**src/rtl/text_video_pkg.sv**
```systemverilog
// Shared constants for the 80x30 text-mode renderer: screen geometry,
// attribute byte layout and the 16-colour CGA palette.
// Pure declarations; no ports, no state.
package text_video_pkg;

  localparam int H_ACTIVE = 640;
  localparam int V_ACTIVE = 480;
  localparam int COLS     = 80;
  localparam int ROWS     = 30;
  localparam int CELL_W   = 8;
  localparam int CELL_H   = 16;
  localparam int PIPE_LAT = 5;

  // Attribute byte: [3:0] foreground, [6:4] background, [7] blink
  localparam int ATTR_FG_HI = 3;
  localparam int ATTR_BG_LO = 4;
  localparam int ATTR_BG_HI = 6;
  localparam int ATTR_BLINK = 7;

  // CGA palette, entry n at PALETTE[n], {R,G,B}
  localparam logic [15:0][23:0] PALETTE = {
    24'hFFFFFF, 24'hFFFF55, 24'hFF55FF, 24'hFF5555,  // 15..12
    24'h55FFFF, 24'h55FF55, 24'h5555FF, 24'h555555,  // 11..8
    24'hAAAAAA, 24'hAA5500, 24'hAA00AA, 24'hAA0000,  // 7..4
    24'h00AAAA, 24'h00AA00, 24'h0000AA, 24'h000000   // 3..0
  };

endpackage

```
**src/rtl/text_pipe_delay.sv**
```systemverilog
// Fixed-depth shift register for side-band alignment.
// Latency DEPTH clocks; no backpressure, shifts every clock.
// Ports: clk, rst_n (sync, active-low, clears all stages), d in, q out.
module text_pipe_delay #(
  parameter int WIDTH = 1,
  parameter int DEPTH = 1
) (
  input  logic             clk,
  input  logic             rst_n,
  input  logic [WIDTH-1:0] d,
  output logic [WIDTH-1:0] q
);

  logic [WIDTH-1:0] sr [DEPTH];

  always_ff @(posedge clk) begin
    if (!rst_n) begin
      for (int i = 0; i < DEPTH; i++) sr[i] <= '0;
    end else begin
      sr[0] <= d;
      for (int i = 1; i < DEPTH; i++) sr[i] <= sr[i-1];
    end
  end

  assign q = sr[DEPTH-1];

endmodule

```
**src/rtl/text_renderer.sv**
```systemverilog
// Text-mode video renderer: pixel coordinates -> char RAM -> font ROM -> RGB.
// Latency 5 clocks pixel-in to rgb_o/de_o/hsync_o/vsync_o; no backpressure.
// Ports: timing in (pixel_x/y, de_i, hsync_i, vsync_i), char RAM port
// (video_char_addr, video_char_data, video_attr_data), font ROM port
// (font_addr, font_data), cursor controls, RGB + delayed sync out.
module text_renderer
  import text_video_pkg::*;
(
  input  logic        clk,
  input  logic        rst_n,
  input  logic [9:0]  pixel_x,
  input  logic [9:0]  pixel_y,
  input  logic        de_i,
  input  logic        hsync_i,
  input  logic        vsync_i,
  output logic [11:0] video_char_addr,
  input  logic [7:0]  video_char_data,
  input  logic [7:0]  video_attr_data,
  output logic [10:0] font_addr,
  input  logic [7:0]  font_data,
  input  logic        cursor_en,
  input  logic [6:0]  cursor_x,
  input  logic [4:0]  cursor_y,
  output logic [23:0] rgb_o,
  output logic        de_o,
  output logic        hsync_o,
  output logic        vsync_o
);

  // ---------------- S1: address generation ----------------
  logic        in_active;
  logic [11:0] row12;
  logic [11:0] addr_calc;
  logic        cur_hit;

  assign in_active = de_i && (pixel_x < 10'(H_ACTIVE)) && (pixel_y < 10'(V_ACTIVE));
  assign row12     = {7'd0, pixel_y[8:4]};
  // row*80 as (row<<6)+(row<<4)
  assign addr_calc = (row12 << 6) + (row12 << 4) + {5'd0, pixel_x[9:3]};
  assign cur_hit   = cursor_en && (pixel_x[9:3] == cursor_x) && (pixel_y[8:4] == cursor_y);

  logic [2:0] col_s1, grow_s1;
  logic       cur_s1, lrow_s1, de_s1, hs_s1, vs_s1;

  always_ff @(posedge clk) begin
    if (!rst_n) begin
      video_char_addr <= '0;
      col_s1  <= '0;
      grow_s1 <= '0;
      cur_s1  <= 1'b0;
      lrow_s1 <= 1'b0;
      de_s1   <= 1'b0;
      hs_s1   <= 1'b0;
      vs_s1   <= 1'b0;
    end else begin
      video_char_addr <= in_active ? addr_calc : 12'd0;
      col_s1  <= pixel_x[2:0];
      grow_s1 <= pixel_y[3:1];          // 8x8 glyph row, each doubled
      cur_s1  <= cur_hit;
      lrow_s1 <= (pixel_y[3:1] == 3'd7); // bottom two scanlines of the cell
      de_s1   <= in_active;
      hs_s1   <= hsync_i;
      vs_s1   <= vsync_i;
    end
  end

  // ---------------- side-band alignment ----------------
  // Glyph row is needed at S3 (font address), the rest at the S5 decision.
  logic [2:0] grow_s2;
  logic [2:0] col_s4;
  logic       cur_s4, lrow_s4, de_s4, hs_s4, vs_s4;

  text_pipe_delay #(.WIDTH(3), .DEPTH(1)) u_grow_dly (
    .clk   (clk),
    .rst_n (rst_n),
    .d     (grow_s1),
    .q     (grow_s2)
  );

  text_pipe_delay #(.WIDTH(8), .DEPTH(3)) u_side_dly (
    .clk   (clk),
    .rst_n (rst_n),
    .d     ({col_s1, cur_s1, lrow_s1, de_s1, hs_s1, vs_s1}),
    .q     ({col_s4, cur_s4, lrow_s4, de_s4, hs_s4, vs_s4})
  );

  // ---------------- S3/S4: font address, attribute ----------------
  logic [7:0] attr_s3, attr_s4;

  always_ff @(posedge clk) begin
    if (!rst_n) begin
      font_addr <= '0;
      attr_s3   <= '0;
      attr_s4   <= '0;
    end else begin
      font_addr <= {video_char_data, grow_s2};
      attr_s3   <= video_attr_data;
      attr_s4   <= attr_s3;
    end
  end

  // ---------------- frame counter ----------------
  // The registered copy tracks vsync_i even in reset, so a vsync already
  // high at release is not seen as a rising edge.
  logic [5:0] frame_cnt;
  logic       vsync_q;

  always_ff @(posedge clk) begin
    if (!rst_n) begin
      frame_cnt <= '0;
      vsync_q   <= vsync_i;
    end else begin
      vsync_q <= vsync_i;
      if (vsync_i && !vsync_q) frame_cnt <= frame_cnt + 6'd1;
    end
  end

  // ---------------- S5: pixel decision ----------------
  logic        pix_bit, blink_off, pix_on;
  logic [23:0] rgb_next;

  always_comb begin
    pix_bit   = font_data[3'd7 - col_s4];
    blink_off = attr_s4[ATTR_BLINK] && frame_cnt[5];
    pix_on    = pix_bit && !blink_off;
    // Underline cursor flashes at twice the text-blink rate
    if (cur_s4 && lrow_s4 && frame_cnt[4]) pix_on = !pix_on;
    rgb_next = 24'h000000;
    if (de_s4) begin
      rgb_next = pix_on ? PALETTE[attr_s4[ATTR_FG_HI:0]]
                        : PALETTE[{1'b0, attr_s4[ATTR_BG_HI:ATTR_BG_LO]}];
    end
  end

  always_ff @(posedge clk) begin
    if (!rst_n) begin
      rgb_o   <= '0;
      de_o    <= 1'b0;
      hsync_o <= 1'b0;
      vsync_o <= 1'b0;
    end else begin
      rgb_o   <= rgb_next;
      de_o    <= de_s4;
      hsync_o <= hs_s4;
      vsync_o <= vs_s4;
    end
  end

endmodule
```
**config.mk**
```make
export PLATFORM = sky130hd
export DESIGN_NAME = text_renderer
export DESIGN_NICKNAME = d
export VERILOG_FILES = /design/src/rtl/text_video_pkg.sv /design/src/rtl/text_pipe_delay.sv /design/src/rtl/text_renderer.sv
export SDC_FILE = /design/constraint.sdc
export NUM_CORES = 1
export LEC_CHECK = 0
export ABC_AREA = 0
export ABC_CLOCK_PERIOD_IN_PS = 6600
export CORE_ASPECT_RATIO = 0.7
export CORE_MARGIN = 10
export CORE_UTILIZATION = 45
export CTS_CLUSTER_DIAMETER = 150
export CTS_CLUSTER_SIZE = 28
export DETAILED_ROUTE_END_ITERATION = 16
export PLACE_DENSITY = 0.86
export SLEW_MARGIN = 20
export SYNTH_ARGS = -nofsm -noshare
export SYNTH_HDL_FRONTEND = slang
export SYNTH_HIERARCHICAL = 1
export SYNTH_SLANG_ARGS = --single-unit
```
**constraint.sdc**
```tcl
create_clock -name clk -period 6.6 [get_ports clk]
set_clock_uncertainty 0.2 [all_clocks]
set_input_delay 1.32 -clock clk [delete_from_list [all_inputs] [get_ports clk]]
set_output_delay 1.32 -clock clk [all_outputs]
set_load 0.01 [all_outputs]
```
==> metrics.md <==
| Metric | Value |
|---|---|
| Outcome | `finished clean` |
| Hold_buf cts | `0` |
| Tightest Pin Transition | `0.522 ns` |
| Sequential share of the synthesized area | `54.9%` |
| Multi-input gate area in the final layout | `1270 µm²` |
| Crit path max-delay cell type | `fa_1` |
| Clk pwr share | `35.7%` |
| Syn. warnings | `6` |
| Post-synthesis adder-cell area fraction | `4.82%` |
| Initial antenna violation count | `0` |
| Main synth FF type | `dfxtp_1` |
| GP Congestion | `0.887` |
| Initial drt markers | `58` |
| GR Overflow Total | `0` |
| Detailed Route WL | `6720 µm` |
| Syn_nets | `386` |
| # nets final | `474` |
| Worst setup EP type | `register` |
| Core area | `7350 µm²` |
| Via count | `2296` |
| Clock transition at path regs | `0.09 ns` |
| Post-synthesis compound-gate area fraction | `5.58%` |
| DIE WIDTH | `124 µm` |
| Top sig layer | `met4` |
| Register area | `1880 µm²` |
| Pre-CTS WS | `2.62 ns` |
| Most common cell after layout, fill and taps aside | `clkdlybuf4s50_1` |
| Mux share of post-synthesis cell area | `1.53%` |
| Combinational group share of total power | `10.2%` |
| Wire length per cell | `13.4 µm` |
| Clk root buf | `clkbuf_8` |
| Post-CTS Setup Inserts | `0` |
| Vias in the first global route | `2502` |
| Hold Violations, Final | `0` |
| Global-route usage over all layers | `12.0%` |
| Synth Cell Area | `3430 µm²` |
| EDFF count, synth | `0` |
| Cell area power density | `236 nW/µm²` |
| Simple-gate share of the synthesized area | `20.1%` |
| Critical path's top delay family | `adder cells` |
| WL met1 | `2700 µm` |
| Clock sink total | `94` |
| Critical Path Max Stage Delay | `0.54 ns` |
| Post-synth ARST share | `0%` |
| Sequential share of power | `54.1%` |
| Max VDD drop | `0.152 mV` |
| CTS tree | `yes` |
| Metal2 WL | `3090 µm` |
| Slew headroom | `65.2%` |
| Fin util | `62.9%` |
| Number of diodes | `0` |
| Largest fanout on the critical path | `3` |
| Via/cell ratio | `4.56` |
| PortBufs | `110` |
| CP arrival | `3.67 ns` |
| Final Critical Period | `3.62 ns` |
| Num CTS Buffers | `9` |
| Worst-skew pair later-pin latency | `0.35 ns` |
| Count of buffer and inverter cells on the critical path | `3` |
| Hold/Removal Path Class | `reg2reg` |
| Max Cap Viol | `0` |
| Worst path required time | `6.65 ns` |
| Sw frac | `23.2%` |
| Routed Antenna Nets | `0` |
| Fill count | `591` |
| Setup_tns | `0 ns` |
| NetSw | `0.000253 W` |
| Post-Synthesis Cells | `312` |
| Critical path cell sequence | `clkdlybuf4s50_1, inv_1, fa_1, inv_1, fa_1, a21o_1, a21oi_1, nor2b_1, o211a_1` |
| H-Tree Depth | `3` |
| Tcrit/Tclk final | `54.9%` |
| Leak | `1.84 nW` |
| Most frequent cells in the layout | `clkdlybuf4s50_1 (109), dfxtp_1 (94), and2_1 (55)` |
| Worst Setup Start Kind | `input port` |
| Pint | `0.000837 W` |
| Synthesized flop and latch total | `94` |
| Initial Utilization | `46.6%` |
| Rows | `26` |
| Hpwl dp | `5260 µm` |
| # IOs | `112` |
| First-pass GRT wire length | `11600 µm` |
| Max-slew violations | `0` |
| Setup repair after global routing missed its margin | `false` |
| Netlist cell types | `40` |
| Main combinational cell family by area after synthesis | `simple AND/OR/NAND/NOR gates` |
| Pin count of the biggest net entering global routing | `75` |
| Xor/xnor share of the synthesized area | `4.85%` |
| Setup WS post-layout | `2.98 ns` |
| Avg Cell Area, Syn | `11.0 µm²` |
| CTS max path bufs | `2` |
| Fmax | `276 MHz` |
| # DRC | `0` |
| Ratio of cells with drive above 1 in the final layout | `10.4%` |
| Met3 WL | `879 µm` |
| DR pass1 iterations | `4` |
| Post-CTS Resized | `0` |
| Final setup viols | `0` |
| Vertical die dimension | `93.0 µm` |
| Die ar. | `11600 µm²` |
| Crit path kind | `in2reg` |
| P&R area growth vs syn | `34.8%` |
-- logic make-up (layout without fill, tap and decap cells) --
family                     Yosys count  after routing
and+or+nand+nor                    112            112
DFF                                 94             94
buffers and inverters               44            137
AOI/OAI and AO/OA                   26             26
xor gates and xnor gates            19             19
adders and majority gates           12             12
muxes                                5              5
-- Yosys cell counts (2+ instances only) --
cell / n / area, µm²
and2_1: 55 / 344
inv_1: 9 / 33.8
dfxtp_1: 94 / 1880
buf_6: 2 / 22.5
a21oi_1: 9 / 45.0
nand2_1: 8 / 30.0
clkbuf_1: 5 / 18.8
nand4_1: 6 / 37.5
nor3b_1: 2 / 15.0
mux2i_1: 3 / 30.0
nand3_1: 8 / 40.0
and2_2: 18 / 135
xnor2_1: 17 / 149
nor2_1: 5 / 18.8
a21o_1: 2 / 15.0
o21ai_1: 6 / 30.0
nor2b_1: 3 / 18.8
buf_4: 27 / 203
xor2_1: 2 / 17.5
fa_1: 2 / 40.0
ha_1: 10 / 125
-- through the flow --
| step | power (W) | cells | hold slack, ns | cell area [µm²] |
|---|---|---|---|---|
| after global placement | 0.000710 | 487 | 0.213 | 4410 |
| after floorplan | 0.000656 | 312 | 0.197 | 3430 |
| final | 0.00109 | 503 | 0.230 | 4620 |
| after CTS | 0.00111 | 503 | 0.232 | 4620 |
| after global routing | 0.00115 | 503 | 0.251 | 4620 |
| after detailed placement | 0.000715 | 487 | 0.215 | 4410 |
-- routing by layer --
metal	vias to the layer above	global-route usage, %
met1	1027	12.0
met3	6	8.69
li1	1160	-
met5	-	0
met4	0	3.68
met2	103	19.7
-- power groups by stage --
stage	sequential [W]	clock, W	combinational, W
floorplan	0.000605	0	0.0000509
global placement	0.000603	0	0.000107
detailed placement	0.000604	0	0.000112
CTS	0.000590	0.000404	0.000113
global route	0.000592	0.000430	0.000123
finish	0.000590	0.000390	0.000111
-- area by class of cell --
class	instances	share of cell area, %
flip-flops and latches	94	40.7
clock inverters	7	1.89
repair buffers	111	23.9
clock buffers	9	2.68
multi-input cells	174	27.4
well taps	98	2.65
inverters	10	0.812
-- registers in the layout, summed over array words and instances (netlist names), named ones only --
signal / cells
attr_s3: 8
vsync_o: 1
frame_cnt: 6
de_s1: 1
hsync_o: 1
video_char_addr: 12
font_addr: 11
grow_s1: 3
u_grow_dly/sr: 3
vsync_q: 1
de_o: 1
hs_s1: 1
u_side_dly/sr: 24
col_s1: 3
lrow_s1: 1
vs_s1: 1
cur_s1: 1
rgb_o: 5
attr_s4: 1
-- path summary, 6_finish.rpt --
kind	from	to	slack, ns	cells past startpoint
setup / recovery	pixel_x[9]	video_char_addr[11]	2.98	9
hold / removal	u_side_dly/sr[0][12]	u_side_dly/sr[0][20]	0.23	1
setup reg to reg	u_side_dly/sr[0][21]	rgb_o[21]	4.71	5
hold reg to reg	u_side_dly/sr[0][12]	u_side_dly/sr[0][20]	0.23	1
-- worst reg2reg max path: cells and delay by family, from the launching register on --
kind | cells | cell delay [ns]
flops | 1 | 0.43
simple gates | 2 | 0.58
mux | 1 | 0.36
compound gates | 2 | 0.23
(Power assumes the default switching activity.)
